`src/rtl/neopixel_pkg.sv`:
```
// neopixel_pkg: shared types and constants for the WS2812 encoder.
// Build option: define NEOPIXEL_RGBW_EN for 32-bit GRBW pixels,
// otherwise pixels are 24-bit GRB.
package neopixel_pkg;

  // Encoder top-level states
  typedef enum logic [1:0] {
    ST_IDLE  = 2'd0,
    ST_SEND  = 2'd1,
    ST_LATCH = 2'd2
  } np_state_e;

`ifdef NEOPIXEL_RGBW_EN
  localparam int PIXEL_BITS = 32;
`else
  localparam int PIXEL_BITS = 24;
`endif

  localparam int BITCNT_W = $clog2(PIXEL_BITS);

  // WS2812 timing at 125 MHz (8 ns per cycle)
  localparam int T0H_DEFAULT       = 50;    // 0.4 us
  localparam int T1H_DEFAULT       = 100;   // 0.8 us
  localparam int BIT_DEFAULT       = 156;   // 1.25 us
  localparam int LATCH_DEFAULT     = 10000; // 80 us
  // Shortened latch used by the instantiating level in sim builds
  localparam int LATCH_SIM_DEFAULT = 400;

endpackage

```
`src/rtl/neopixel_cell_timer.sv`:
```
// neopixel_cell_timer: times one WS2812 bit cell.
// A start strobe means the following cycle is count 0 of a new cell carrying
// bit_val. Without a fresh start at the end of a cell the timer goes idle
// and holds the line low. The drive level and end strobe are registered and
// computed from next-cycle values, so they line up with the counter cycle
// they describe. cell_end_next is the combinational look-ahead of cell_end.
module neopixel_cell_timer #(
  parameter int C_T0H_CYCLES = 50,
  parameter int C_T1H_CYCLES = 100,
  parameter int C_BIT_CYCLES = 156
) (
  input  logic clk,
  input  logic rst,
  input  logic start,
  input  logic bit_val,
  output logic drive,
  output logic cell_end,
  output logic cell_end_next
);

  localparam int CW = (C_BIT_CYCLES > 1) ? $clog2(C_BIT_CYCLES) : 1;
  localparam logic [CW-1:0] LAST_C = CW'(C_BIT_CYCLES - 1);
  localparam logic [CW-1:0] T0H_C  = CW'(C_T0H_CYCLES);
  localparam logic [CW-1:0] T1H_C  = CW'(C_T1H_CYCLES);

  logic [CW-1:0] cnt_q, cnt_d;
  logic          active_q, active_d;
  logic          bit_q, bit_d;
  logic          drive_q, drive_d;
  logic          end_q, end_d;
  logic [CW-1:0] thr;

  // Next-cycle counter, bit value and the registered outputs they imply
  always_comb begin
    active_d = active_q && (cnt_q != LAST_C);
    cnt_d    = active_d ? (cnt_q + CW'(1)) : '0;
    bit_d    = bit_q;
    if (start) begin
      active_d = 1'b1;
      cnt_d    = '0;
      bit_d    = bit_val;
    end
    thr     = bit_d ? T1H_C : T0H_C;
    drive_d = active_d && (cnt_d < thr);
    end_d   = active_d && (cnt_d == LAST_C);
  end

  // Cell timer state
  always_ff @(posedge clk) begin
    if (rst) begin
      cnt_q    <= '0;
      active_q <= 1'b0;
      bit_q    <= 1'b0;
      drive_q  <= 1'b0;
      end_q    <= 1'b0;
    end else begin
      cnt_q    <= cnt_d;
      active_q <= active_d;
      bit_q    <= bit_d;
      drive_q  <= drive_d;
      end_q    <= end_d;
    end
  end

  assign drive         = drive_q;
  assign cell_end      = end_q;
  assign cell_end_next = end_d;

endmodule

```
`src/rtl/neopixel_encoder.sv`:
```
// neopixel_encoder: serialises GRB(W) pixel words into the WS2812 waveform.
// Pixel width follows NEOPIXEL_RGBW_EN (see neopixel_pkg).
// IDLE waits for a pixel, SEND shifts bits out MSB first through the cell
// timer, LATCH holds the line low to latch the strip. All outputs are flops.
module neopixel_encoder
  import neopixel_pkg::*;
#(
  parameter int C_T0H_CYCLES   = T0H_DEFAULT,
  parameter int C_T1H_CYCLES   = T1H_DEFAULT,
  parameter int C_BIT_CYCLES   = BIT_DEFAULT,
  parameter int C_LATCH_CYCLES = LATCH_DEFAULT
) (
  input  logic                  clock_125m,
  input  logic                  reset_125m,
  input  logic [PIXEL_BITS-1:0] pixel_data,
  input  logic                  pixel_valid,
  input  logic                  pixel_last,
  output logic                  pixel_ready,
  output logic                  neopixel_drive,
  output logic                  busy,
  output logic                  frame_done,
  output logic                  underrun
);

  localparam int LW = (C_LATCH_CYCLES > 1) ? $clog2(C_LATCH_CYCLES) : 1;
  localparam logic [LW-1:0]       LAT_LAST_C = LW'(C_LATCH_CYCLES - 1);
  localparam logic [BITCNT_W-1:0] BIT_TOP_C  = BITCNT_W'(PIXEL_BITS - 1);

  np_state_e             state_q, state_d;
  logic [PIXEL_BITS-1:0] shreg_q, shreg_d;
  logic [BITCNT_W-1:0]   bitcnt_q, bitcnt_d;
  logic                  last_q, last_d;
  logic [LW-1:0]         latcnt_q, latcnt_d;
  logic                  ready_q, ready_d;
  logic                  busy_q, busy_d;
  logic                  fd_q, fd_d;
  logic                  ur_q, ur_d;

  logic hs;
  logic start;
  logic bit_in;
  logic tmr_drive;
  logic tmr_end;
  logic tmr_end_next;

  neopixel_cell_timer #(
    .C_T0H_CYCLES (C_T0H_CYCLES),
    .C_T1H_CYCLES (C_T1H_CYCLES),
    .C_BIT_CYCLES (C_BIT_CYCLES)
  ) u_cell_timer (
    .clk           (clock_125m),
    .rst           (reset_125m),
    .start         (start),
    .bit_val       (bit_in),
    .drive         (tmr_drive),
    .cell_end      (tmr_end),
    .cell_end_next (tmr_end_next)
  );

  // Next-state, shift register, handshake and registered output decode
  always_comb begin
    hs       = pixel_valid && ready_q;
    state_d  = state_q;
    shreg_d  = shreg_q;
    bitcnt_d = bitcnt_q;
    last_d   = last_q;
    latcnt_d = latcnt_q;
    ur_d     = 1'b0;
    start    = 1'b0;
    // After a shift the next bit to send is the one just below the MSB
    bit_in   = shreg_q[PIXEL_BITS-2];

    unique case (state_q)
      ST_IDLE: begin
        // handled by the common load below
      end
      ST_SEND: begin
        if (tmr_end) begin
          if (bitcnt_q != '0) begin
            shreg_d  = shreg_q << 1;
            bitcnt_d = bitcnt_q - BITCNT_W'(1);
            start    = 1'b1;
          end else if (!hs) begin
            // Frame ends: either a marked last pixel or the source ran dry
            state_d  = ST_LATCH;
            latcnt_d = '0;
            ur_d     = !last_q;
          end
        end
      end
      ST_LATCH: begin
        if (latcnt_q == LAT_LAST_C) begin
          state_d  = ST_IDLE;
          latcnt_d = '0;
        end else begin
          latcnt_d = latcnt_q + LW'(1);
        end
      end
      default: state_d = ST_IDLE;
    endcase

    // Accepted word: the first cell starts next cycle with no gap
    if (hs) begin
      state_d  = ST_SEND;
      shreg_d  = pixel_data;
      last_d   = pixel_last;
      bitcnt_d = BIT_TOP_C;
      start    = 1'b1;
      bit_in   = pixel_data[PIXEL_BITS-1];
    end

    // Ready next cycle in IDLE, or when next cycle closes the final cell of a
    // pixel that was not marked last
    ready_d = (state_d == ST_IDLE) ||
              ((state_q == ST_SEND) && tmr_end_next &&
               (bitcnt_q == '0) && !last_q);
    busy_d  = (state_d != ST_IDLE);
    fd_d    = (state_d == ST_LATCH) && (latcnt_d == LAT_LAST_C);
  end

  // State and output registers
  always_ff @(posedge clock_125m) begin
    if (reset_125m) begin
      state_q  <= ST_IDLE;
      shreg_q  <= '0;
      bitcnt_q <= '0;
      last_q   <= 1'b0;
      latcnt_q <= '0;
      ready_q  <= 1'b0;
      busy_q   <= 1'b0;
      fd_q     <= 1'b0;
      ur_q     <= 1'b0;
    end else begin
      state_q  <= state_d;
      shreg_q  <= shreg_d;
      bitcnt_q <= bitcnt_d;
      last_q   <= last_d;
      latcnt_q <= latcnt_d;
      ready_q  <= ready_d;
      busy_q   <= busy_d;
      fd_q     <= fd_d;
      ur_q     <= ur_d;
    end
  end

  assign pixel_ready    = ready_q;
  assign neopixel_drive = tmr_drive;
  assign busy           = busy_q;
  assign frame_done     = fd_q;
  assign underrun       = ur_q;

endmodule

```
`config.mk`:
```
export PLATFORM = sky130hd
export DESIGN_NAME = neopixel_encoder
export DESIGN_NICKNAME = d
export VERILOG_FILES = /design/src/rtl/neopixel_pkg.sv /design/src/rtl/neopixel_cell_timer.sv /design/src/rtl/neopixel_encoder.sv
export SDC_FILE = /design/constraint.sdc
export NUM_CORES = 1
export LEC_CHECK = 0
export CAP_MARGIN = 15
export CORE_MARGIN = 1
export CORE_UTILIZATION = 40
export DETAILED_ROUTE_END_ITERATION = 7
export PLACE_DENSITY = 0.66
export SYNTH_ARGS = -nofsm -noshare
export SYNTH_HDL_FRONTEND = slang
export SYNTH_SLANG_ARGS = --single-unit
export TNS_END_PERCENT = 20
```
`constraint.sdc`:
```
create_clock -name clock_125m -period 5.6 [get_ports clock_125m]
set_input_delay 1.68 -clock clock_125m [delete_from_list [all_inputs] [get_ports clock_125m]]
set_output_delay 1.68 -clock clock_125m [all_outputs]
set_load 0.005 [all_outputs]
```
After elaboration in Yosys (flattened, before gate mapping)
Cells that the tools add are included.
{"block": "op_classes", "add_sub_neg": 3, "n_eq_ne": 7, "reduce_logical": 22, "bitwise": 2, "order_cmp": 1, "n_mux": 28}
{"operator": "2-to-1 mux 23 bit", "count": 4}
{"operator": "2-to-1 mux 14 bit", "count": 4}
{"operator": "equality test 14 bit, second input constant", "count": 2}
{"operator": "one-hot mux 14 bit (2 select lines)", "count": 1}
{"operator": "2-to-1 mux 5 bit", "count": 4}
{"operator": "2-to-1 mux 8 bit", "count": 2}
{"operator": "adder 14 x 1 -> 14 bit, second input constant", "count": 1}
{"operator": "adder 8 x 1 -> 8 bit, second input constant", "count": 1}
{"operator": "equality test 8 bit, second input constant", "count": 1}
{"operator": "logical AND 1 bit", "count": 8}
{"operator": "< comparator 8 bit", "count": 1}
{"operator": "2-to-1 mux 2 bit", "count": 4}
{"operator": "!= test 8 bit, second input constant", "count": 1}
{"operator": "nonzero test 2 bit", "count": 4}
{"operator": "2-to-1 mux 1 bit", "count": 7}
{"operator": "2-to-1 mux 7 bit", "count": 1}
{"operator": "one-hot mux 2 bit (3 select lines)", "count": 1}
{"operator": "AND reduction 3 bit", "count": 2}
{"operator": "zero test 5 bit", "count": 1}
{"operator": "nonzero test 5 bit", "count": 1}
{"operator": "OR reduction 5 bit", "count": 1}
{"operator": "subtractor 5 x 1 -> 5 bit, second input constant", "count": 1}
{"operator": "equality test 2 bit, second input constant", "count": 2}
{"operator": "zero test 2 bit", "count": 2}
{"operator": "5 further kinds", "count": 6}
{"block": "totals", "elab_cells": 78, "regBits": 61, "out_inout_bits": 5}

Longest topological paths before layout
Gate-level depths: netlist (run 1).
{"block": "depth", "ltp_word": 12, "mapped_depth": 14, "depth_no_buf": 12}

Modules after synthesis
Synthesis (run 1) repeated with hierarchy kept, for this count alone.
{"block": "unflattened", "cells_unflattened": 382, "area_unflattened_um2": 3113.0}
{"module": "neopixel_encoder", "area_each_um2": 2499.9, "seq_area_each_um2": 980.9, "cells_per_inst": 316, "instances": 1}
{"module": "neopixel_cell_timer", "area_each_um2": 613.1, "seq_area_each_um2": 240.2, "cells_per_inst": 66, "instances": 1}

Worst setup path before layout (run 1)
Ideal clock, no wire load.
{"block": "synth_timing", "path_kind": "in2reg", "startpoint": "in pixel_valid", "endpoint": "reg u_cell_timer.drive_q (netlist: u_cell_timer.drive)", "arrival_ps": 3560, "setup_slack_ps": 1917, "n_path_buf": 2, "stages": 11, "t_required_ps": 5478, "cell_sequence": "and2_1 -> clkbuf_1 -> or3_1 -> clkbuf_1 -> nor2_1 -> ha_1 -> nand2_1 -> a2111oi_0 -> o31ai_1 -> nand2b_1 -> a31oi_1"}
{"block": "synth_via", "word_cells_on_any_way": 9, "classes_between": "order compare (1); mux (6); reduce/logical (2)"}
{"item": "start, declared", "line": "neopixel_encoder.sv:16", "source": "input logic pixel_valid,"}
{"item": "logical AND 1 bit", "line": "neopixel_encoder.sv:62", "source": "hs = pixel_valid && ready_q;"}
{"item": "2-to-1 mux 1 bit", "line": "neopixel_encoder.sv:103", "source": "if (hs) begin"}
{"item": "2-to-1 mux 8 bit", "line": "neopixel_cell_timer.sv:38", "source": "if (start) begin"}
{"item": "via u_cell_timer.cnt_d[2]", "line": "neopixel_cell_timer.sv:26", "source": "logic [CW-1:0] cnt_q, cnt_d;"}
{"item": "< comparator 8 bit", "line": "neopixel_cell_timer.sv:44", "source": "drive_d = active_d && (cnt_d < thr);"}
{"item": "logical AND 1 bit", "line": "neopixel_cell_timer.sv:44"}
{"item": "end signal, assigned", "line": "neopixel_cell_timer.sv:60", "source": "drive_q <= drive_d;"}
{"item": "end, declared", "line": "neopixel_cell_timer.sv:29", "source": "logic drive_q, drive_d;"}
The timed path passes the listed nets, and every way through them passes these cells.
A chain may end at the register's enable or synchronous reset.

Final worst setup path (run 1)
Same ends and word-level chain as after synthesis.

==> results of run 1 <==
## worst max path at each step
stage           startpoint                            end  slack, ps
2_1_floorplan  pixel_valid  u_cell_timer.drive$_SDFF_PP0_       1920
3_3_place_gp   pixel_valid          frame_done$_SDFF_PP0_       1400
3_5_place_dp   pixel_valid  u_cell_timer.drive$_SDFF_PP0_       1330
4_1_cts        pixel_valid  u_cell_timer.drive$_SDFF_PP0_       1680
5_1_grt        pixel_valid  u_cell_timer.drive$_SDFF_PP0_       1330
6_report       pixel_valid  u_cell_timer.drive$_SDFF_PP0_       1640
## layout make-up
cell class                      instances  area (µm²)
Fill cell                             728        3700
Multi-Input combinational cell        287        1750
Sequential cell                        61        1220
Timing Repair Buffer                   34         330
Clock buffer                           13         169
Tap cell                               99         124
Clock inverter                          3        42.5
Inverter                                8        30.0
## per-stage QoR
step                instances  setup WS [ps]
floorplan                 382           1920
global placement          489           1400
detailed placement        489           1330
CTS                       505           1680
global route              505           1330
finish                    505           1640
## cells in the mapped netlist (all sizes together), types with 2 or more instances
cell / n / area, µm²
a41oi: 3 / 26.3
a21oi: 14 / 70.1
nor2b: 7 / 43.8
a21boi: 2 / 15.0
o311ai: 2 / 17.5
nor3: 13 / 65.1
and4: 2 / 17.5
inv: 8 / 30.0
o21ai: 8 / 40.0
or3: 6 / 37.5
or4: 2 / 15.0
a31oi: 9 / 56.3
clkbuf: 24 / 90.1
or4b: 2 / 20.0
a311oi: 22 / 193
nand4: 4 / 25.0
buf: 2 / 10.0
a211oi: 4 / 40.0
xnor2: 4 / 35.0
ha: 11 / 138
nand2b: 3 / 18.8
o211ai: 2 / 15.0
nor4: 6 / 43.8
nor4b: 3 / 26.3
nand4b: 3 / 26.3
nand3: 10 / 50.1
and2: 2 / 12.5
and3: 7 / 43.8
dfxtp: 61 / 1220
nand2: 68 / 255
xor2: 8 / 70.1
nor3b: 3 / 22.5
nor2: 38 / 143
o31ai: 4 / 30.0
## routing by layer
metal	share of wire	vias up
met5	0	-
met4	0.0095	0
met2	0.48	58
met3	0.038	8
met1	0.48	1280
li1	-	1425
## report_power, final
part           internal, mW  switching [mW]
Sequential            0.453          0.0106
Clock                 0.241           0.168
Combinational        0.0423          0.0472
## sequential cells by signal, summed over array words and instances, names as in the netlist, 2 cells and up
name                flops
state_q                 2
u_cell_timer.cnt_q      8
latcnt_q               14
shreg_q                23
bitcnt_q                5
## cell families (layout without fill, tap and decap cells)
logic type,count (synthesis),in the layout,synth area share
adder cells (fa/ha/maj),11,11,0.0444
XOR/XNOR,12,12,0.0339
AND/OR/NAND/NOR,182,182,0.287
flip-flops,61,61,0.394
buffers and inverters,34,58,0.0420
multiplexers,1,1,0.00323
AO/OA/AOI/OAI,81,81,0.195
## worst register-to-register path, cell delays in order (launching register included)
cell and delay, ps:
dfxtp_1 330, inv_1 90, ha_1 160, nor4b_1 680, nor2_1 110, buf_4 260, or3_1 560, nor2_1 180
ha_1 150, nand2_1 50, a2111oi_0 460, o31ai_1 120, nand2b_1 90, a31oi_1 80
==> reports/metrics.yaml, run 1 <==
drv.max_cap_violation_count: 0
layout.core_utilization: 0.497
gr-usage-met3: 0.0618
drive_above_1_share: 0.0542
io_pins: 33
post_cts_buffers: 0
grt_remaining_overflow: 0
worst_path_max_delay_cell: "clkdlybuf4s50_1"
design.final.nets: 440
die_height_um: 90.0
numCtsBuffers: 9
cts_num_sinks: 61
rr_endpoint: "u_cell_timer.drive$_SDFF_PP0_"
syn-num-nets: 421
drv_slew: 0
tritoncts_clock_tree: "yes"
cts_hold_buffers: 0
top_ff_cell_synth: "dfxtp_1"
fmax_mhz: 253
final_layout_worst_hold_slack_ps: 471
cts.repair.resized: 0
mostFrequentLayoutCells: "nand2_1, dfxtp_1, nor2_1, clkdlybuf4s50_1, a311oi_1"
crit_type: "primary input to flop"
path_cells: "clkdlybuf4s50_1, and2_1, or3_1, nor2_1, ha_1, nand2_1, a2111oi_0, o31ai_1, nand2b_1, a31oi_1"
detailroute.via_count: 2771
antenna_found_initial: 0
cellLeakagePower_nw: 1.26
initial_core_util: 0.420
detail_route.vias_per_cell: 5.49
least_margin_pin_slew_ps: 1030
routed_wire_length_per_instance_um: 14.2
path_clk_slew_ps: 70
antenna_violating_nets_post_route: 0
chipWidth_um: 90.0
antenna-diode-count: 0
route.detailed.drc: 0
min_path_type: "flop to flop"
end_kind: "flop"
synth.distinct_cells: 53
synthesis.instances: 382
clock_tree.htree_level_count: 3
report.final.setup_viol: 0
firstDrtPassIters: 4
hold_viol: 0
fp.dieArea_um2: 8100
asyncSetResetFlopFracSynth: 0
place_hpwl_mm: 4.73
globalRoute.busiestLayer: "met2"
place.gp.congestion: 0.872
grt_use_met1: 0.237
synth-seq-cells: 61
postRouteWirelength_mm: 7.18
critical_path_arrival_ps: 4190
clockRootBuffer: "clkbuf_8"
min_delay_worst_endpoint: "shreg_q[0]$_SDFFE_PP0P_"
row_count: 31
netlist_area_um2: 3100
grt.total_usage: 0.188
synth_warnings: 0
synth_seq_area_share: 0.394
worst_r2r_startpoint: "bitcnt_q[0]$_SDFFE_PP0P_"
grtUsageMet2: 0.303
ff2ff_path_depth: 13
critPathTopFamily: "simple AND/OR/NAND/NOR gates"
vias_in_the_first_global_route: 2679
cp_max_fo: 13
cts_buffer_depth: 2
reg2reg_slack_ps: 2180
final.period_utilization: 0.707
cp_data_required_time_ps: 5830
fin_area_um2: 3660
worstHoldStart: "shreg_q[0]$_SDFFE_PP0P_"
worstHoldPathCells: 2
placeableCoreArea_um2: 7370
unrepaired_setup_endpoints_after_global_routing: "no"
power.total_mw: 0.962
layout.cells.most_common: "nand2_1"
fin_crit_ps: 3960
status: "complete, no violations"
drtIter0Drc: 176
vdd_ir_drop_max_uv: 180
layout-area-overhead-vs-synth_pct: 18.3
total_negative_slack_for_setup_checks_ps: 0
grt_start_max_net_pins: 58
final.setup_skew_ps: 9.25
critical_path_cell_count: 10
worstSkewPairLatency_ps: 340
power_density_nw_per_um2: 263
max-slew-margin-rel: 0.313
syn_avg_cell_area_um2: 8.11
io_buffers: 32
startpoint_type: "primary input"
cpPeakStageDelay_ps: 490
grt_pass1_wl_mm: 12.5
worstPathBufferInverterCount: 1
synth_enable_flop_cells: 0
placedInstanceArea_um2: 3450
Power figures use the tool's default switching activity.
==> run 2, diff against run 1 <==
Clock period 5.6 ns to 3.8 ns, I/O delays scaled along.
==> run 2 against run 1 <==
  * Final cell count up 1.4%
  * Clock power up 59%
  * Cell area up 1.7%
  * Utilization up 0.85 points
  * Critical path depth up 1
  * Non-clock buffer count up 7
  * Worst setup slack worse by 1000 ps
  * Sequential cell count unchanged
  * Register-to-register slack worse by 1300 ps
  * Wire length down 0.15%
  * Count of clock-buffer cells in the layout down 4
  * Largest power group unchanged
  * Highest routed layer unchanged
==> reports/metrics.yaml, run 2 (same netlist as run 1, synthesis figures left out) <==
placeableCoreArea_um2: 7370
gr-usage-met3: 0.0474
unrepaired_setup_endpoints_after_global_routing: "no"
fin_crit_ps: 3170
firstDrtPassIters: 4
drv.max_cap_violation_count: 0
io_buffers: 32
worstPathBufferInverterCount: 2
end_kind: "flop"
least_margin_pin_slew_ps: 633
post_cts_buffers: 0
detailroute.via_count: 2872
place.gp.congestion: 0.865
drtIter0Drc: 136
postRouteWirelength_mm: 7.17
grt_remaining_overflow: 0
critPathTopFamily: "simple AND/OR/NAND/NOR gates"
fp.dieArea_um2: 8100
routed_wire_length_per_instance_um: 14.0
final.fill_count: 720
placedInstanceArea_um2: 3510
power_density_nw_per_um2: 395
fin_area_um2: 3730
power.total_mw: 1.47
critical_path_arrival_ps: 3410
path_cells: "clkdlybuf4s50_1, and2_1, buf_4, or3_1, nor2_1, ha_1, nand2_1, a2111oi_0, o31ai_1, nand2b_1, a31oi_1"
grt_use_met1: 0.234
chipWidth_um: 90.0
grt_pass1_wl_mm: 12.2
worst_path_max_delay_cell: "a2111oi_0"
antenna_violating_nets_post_route: 0
grtUsageMet2: 0.297
path_clk_slew_ps: 80
cp_data_required_time_ps: 4040
grt_start_max_net_pins: 54
largest_register_ffs: 23
worstSkewPairLatency_ps: 350
row_count: 31
antenna-diode-count: 0
final.period_utilization: 0.835
max-slew-margin-rel: 0.575
min_path_type: "flop to flop"
cts_hold_buffers: 0
mostFrequentLayoutCells: "nand2_1, dfxtp_1, nor2_1, clkdlybuf4s50_1, a311oi_1"
globalRoute.busiestLayer: "met2"
cellLeakagePower_nw: 1.30
crit_type: "primary input to flop"
report.final.setup_viol: 0
initial_core_util: 0.420
vias_in_the_first_global_route: 2717
hold_viol: 0
layout-area-overhead-vs-synth_pct: 20.4
tritoncts_clock_tree: "yes"
final_layout_worst_hold_slack_ps: 479
io_pins: 33
drv_slew: 0
layout.cells.most_common: "nand2_1"
status: "complete, no violations"
drive_above_1_share: 0.0726
cts_buffer_depth: 2
cp_max_fo: 7
largest_register: "shreg_q"
cpPeakStageDelay_ps: 480
cts_num_sinks: 61
cts.repair.resized: 0
numCtsBuffers: 9
startpoint_type: "primary input"
top_regs: "shreg_q x23, latcnt_q x14, u_cell_timer.cnt_q x8"
place_hpwl_mm: 4.89
detail_route.vias_per_cell: 5.61
clock_tree.htree_level_count: 3
final.setup_skew_ps: 12.7
die_height_um: 90.0
vdd_ir_drop_max_uv: 164
design.final.nets: 447
total_negative_slack_for_setup_checks_ps: 0
grt.total_usage: 0.185
clockRootBuffer: "clkbuf_8"
antenna_found_initial: 0
route.detailed.drc: 0
fmax_mhz: 315
[run 2: cell count changes in the layout (fill, tap and decap cells not counted)]
cell / change
buf_4: +7
clkbuf_8: -3
inv_6: +2
bufinv_16: +1
clkbuf_1: -1
clkinvlp_4: +1
[run 2: per-layer routing]
| metal | routed length (µm) | vias up |
|---|---|---|
| li1 | - | 1443 |
| met5 | 0 | - |
| met1 | 3480 | 1360 |
| met3 | 270 | 15 |
| met2 | 3290 | 54 |
| met4 | 125 | 0 |
[run 2: worst register-to-register path: cells and delay by family, from the launching register on]
| family | cells | cell delay, ps |
|---|---|---|
| fa+ha+maj | 1 | 160 |
| simple gates | 3 | 1340 |
| compound gates | 3 | 690 |
| flops | 1 | 330 |
| buf+inv | 2 | 270 |
[run 2: layout make-up]
cell class / instances / area (µm²) / share of cell area
well taps: 99 / 124 / 0.0332
clock buffers: 9 / 124 / 0.0332
clock inverters: 7 / 97.6 / 0.0262
inverters: 8 / 30.0 / 0.00806
flip-flops and latches: 61 / 1220 / 0.328
repair buffers: 41 / 383 / 0.103
multi-input cells: 287 / 1750 / 0.469
[run 2: path summary, 6_finish.rpt]
kind / from / slack (ps) / depth (start not counted) / endpoint
max reg2reg: bitcnt_q[0]$_SDFFE_PP0P_ / 920 / 9 / frame_done$_SDFF_PP0_
min: shreg_q[0]$_SDFFE_PP0P_ / 480 / 2 / shreg_q[0]$_SDFFE_PP0P_
max: pixel_valid / 630 / 11 / u_cell_timer.drive$_SDFF_PP0_
min reg2reg: shreg_q[0]$_SDFFE_PP0P_ / 480 / 2 / shreg_q[0]$_SDFFE_PP0P_
[run 2: power by group]
part	switching (mW)	total, mW	internal, mW
logic	0.0708	0.139	0.0685
registers	0.0156	0.682	0.667
clock network	0.279	0.651	0.372
total	0.365	1.47	1.11
[run 2: stage by stage]
stage	setup WS, ps	util	instances
2_1_floorplan	657	-	382
3_3_place_gp	384	0.476	496
3_5_place_dp	276	0.476	496
4_1_cts	633	0.506	512
5_1_grt	487	0.506	512
6_report	628	0.506	512
==> run 3, diff against run 2 <==
Clock period 3.8 ns to 3.2 ns, I/O delays scaled along.
==> run 3 against run 2 <==
  * Non-clock buffer count is 7 higher
  * Die area stayed put
  * Highest routed layer unchanged
  * Via count decreased by 0.21%
  * First-iteration DRC count up 24%
  * Global-route usage rose by 0.43 points
  * Critical path depth is 4 lower
  * Utilization grew 0.15 points
  * Count of clock-buffer cells in the layout grew 3
==> reports/metrics.yaml, run 3 (same netlist as run 1, synthesis figures left out) <==
grt_pass1_wl_mm: 12.5
hold_viol: 0
vias_in_the_first_global_route: 2692
grt_start_max_net_pins: 53
numCtsBuffers: 9
layout.core_utilization: 0.507
final_layout_worst_hold_slack_ps: 472
layout.cells.most_common: "nand2_1"
cp_data_required_time_ps: 3460
status: "complete, no violations"
cts_hold_buffers: 0
report.final.setup_viol: 0
design.final.nets: 454
max-slew-margin-rel: 0.557
chipWidth_um: 90.0
cts_num_sinks: 61
row_count: 31
clockRootBuffer: "clkbuf_8"
antenna_found_initial: 0
startpoint_type: "primary input"
place.gp.congestion: 0.867
drv_slew: 0
path_clk_slew_ps: 70
power_density_nw_per_um2: 439
place_hpwl_mm: 4.98
final.fill_count: 740
ff2ff_path_depth: 6
largest_register_ffs: 23
postLayoutSetupSlackWorst_ps: 239
die_height_um: 90.0
grt.total_usage: 0.189
top_regs: "shreg_q x23, latcnt_q x14, u_cell_timer.cnt_q x8"
tritoncts_clock_tree: "yes"
firstDrtPassIters: 4
worst_path_max_delay_cell: "or4_1"
critPathTopFamily: "simple AND/OR/NAND/NOR gates"
least_margin_pin_slew_ps: 660
route.detailed.drc: 0
path_cells: "clkdlybuf4s50_1, and2_1, o31a_1, a211oi_2, nand4_1, or4_1, nor4_2"
clock_tree.htree_level_count: 3
cts.repair.resized: 0
post_cts_buffers: 0
fmax_mhz: 338
initial_core_util: 0.420
crit_type: "primary input to flop"
layout-area-overhead-vs-synth_pct: 20.7
placement.setup.worst_slack_ps: -98.7
detailroute.via_count: 2866
worstHoldPathCells: 2
cp_max_fo: 5
cpPeakStageDelay_ps: 550
vdd_ir_drop_max_uv: 302
postRouteWirelength_mm: 7.23
mostFrequentLayoutCells: "nand2_1, dfxtp_1, nor2_1, clkdlybuf4s50_1, a311oi_1"
end_kind: "flop"
worstPathBufferInverterCount: 1
min_path_type: "flop to flop"
fp.dieArea_um2: 8100
antenna-diode-count: 0
final.period_utilization: 0.925
routed_wire_length_per_instance_um: 14.0
power.total_mw: 1.64
cts_buffer_depth: 2
critical_path_arrival_ps: 3220
drtIter0Drc: 169
placeableCoreArea_um2: 7370
detail_route.vias_per_cell: 5.54
largest_register: "shreg_q"
drive_above_1_share: 0.0789
worstSkewPairLatency_ps: 340
final.setup_skew_ps: 9.60
io_pins: 33
unrepaired_setup_endpoints_after_global_routing: "no"
io_buffers: 32
antenna_violating_nets_post_route: 0
critical_path_cell_count: 7
fin_crit_ps: 2960
cellLeakagePower_nw: 1.31
grt_remaining_overflow: 0
drv.max_cap_violation_count: 0
run 3: cell count changes in the layout (fill, tap and decap cells not counted):
cell / previous run / this run
buf_4: 9 / 16
inv_6: 2 / 0
bufinv_16: 2 / 1
clkbuf_1: 0 / 2
clkinvlp_4: 2 / 0
clkbuf_8: 9 / 10
run 3: tightest hold or removal path, stage by stage (launching register included):
cell and delay, ps:
dfxtp_1 310, nand3_1 60, a21oi_1 60
run 3: per-layer routing:
metal	global-route usage	vias up	wire (µm)
met1	0.238	1328	3410
met5	0	-	0
met4	0.0820	0	100
li1	-	1459	-
met2	0.301	71	3300
met3	0.0558	8	417
run 3: final timing paths:
kind,endpoint,start,slack (ps)
worst max-delay path,frame_done$_SDFF_PP0_,pixel_valid,240
worst min-delay path,shreg_q[0]$_SDFFE_PP0P_,shreg_q[0]$_SDFFE_PP0P_,470
worst max register to register,frame_done$_SDFF_PP0_,latcnt_q[4]$_SDFF_PP0_,310
worst min register to register,shreg_q[0]$_SDFFE_PP0P_,shreg_q[0]$_SDFFE_PP0P_,470
run 3: metrics by stage:
step | setup TNS, ps | instance area [µm²] | cells
after floorplan | 0 | 3100 | 382
after global placement | -44.8 | 3560 | 503
after detailed placement | -180 | 3560 | 503
after CTS | 0 | 3740 | 517
after global routing | 0 | 3740 | 517
final | 0 | 3740 | 517
run 3: layout make-up:
cell class | instances | area, µm² | area share
multi-input cells | 287 | 1750 | 0.468
repair buffers | 48 | 435 | 0.116
clock buffers | 12 | 145 | 0.0388
flip-flops and latches | 61 | 1220 | 0.327
well taps | 99 | 124 | 0.0331
inverters | 8 | 30.0 | 0.00803
clock inverters | 2 | 35.0 | 0.00937
run 3: power by group:
group	total, mW	internal (mW)	switching (mW)
clock	0.656	0.372	0.284
sequential	0.811	0.792	0.0186
combinational	0.175	0.0889	0.0858
total	1.64	1.25	0.389
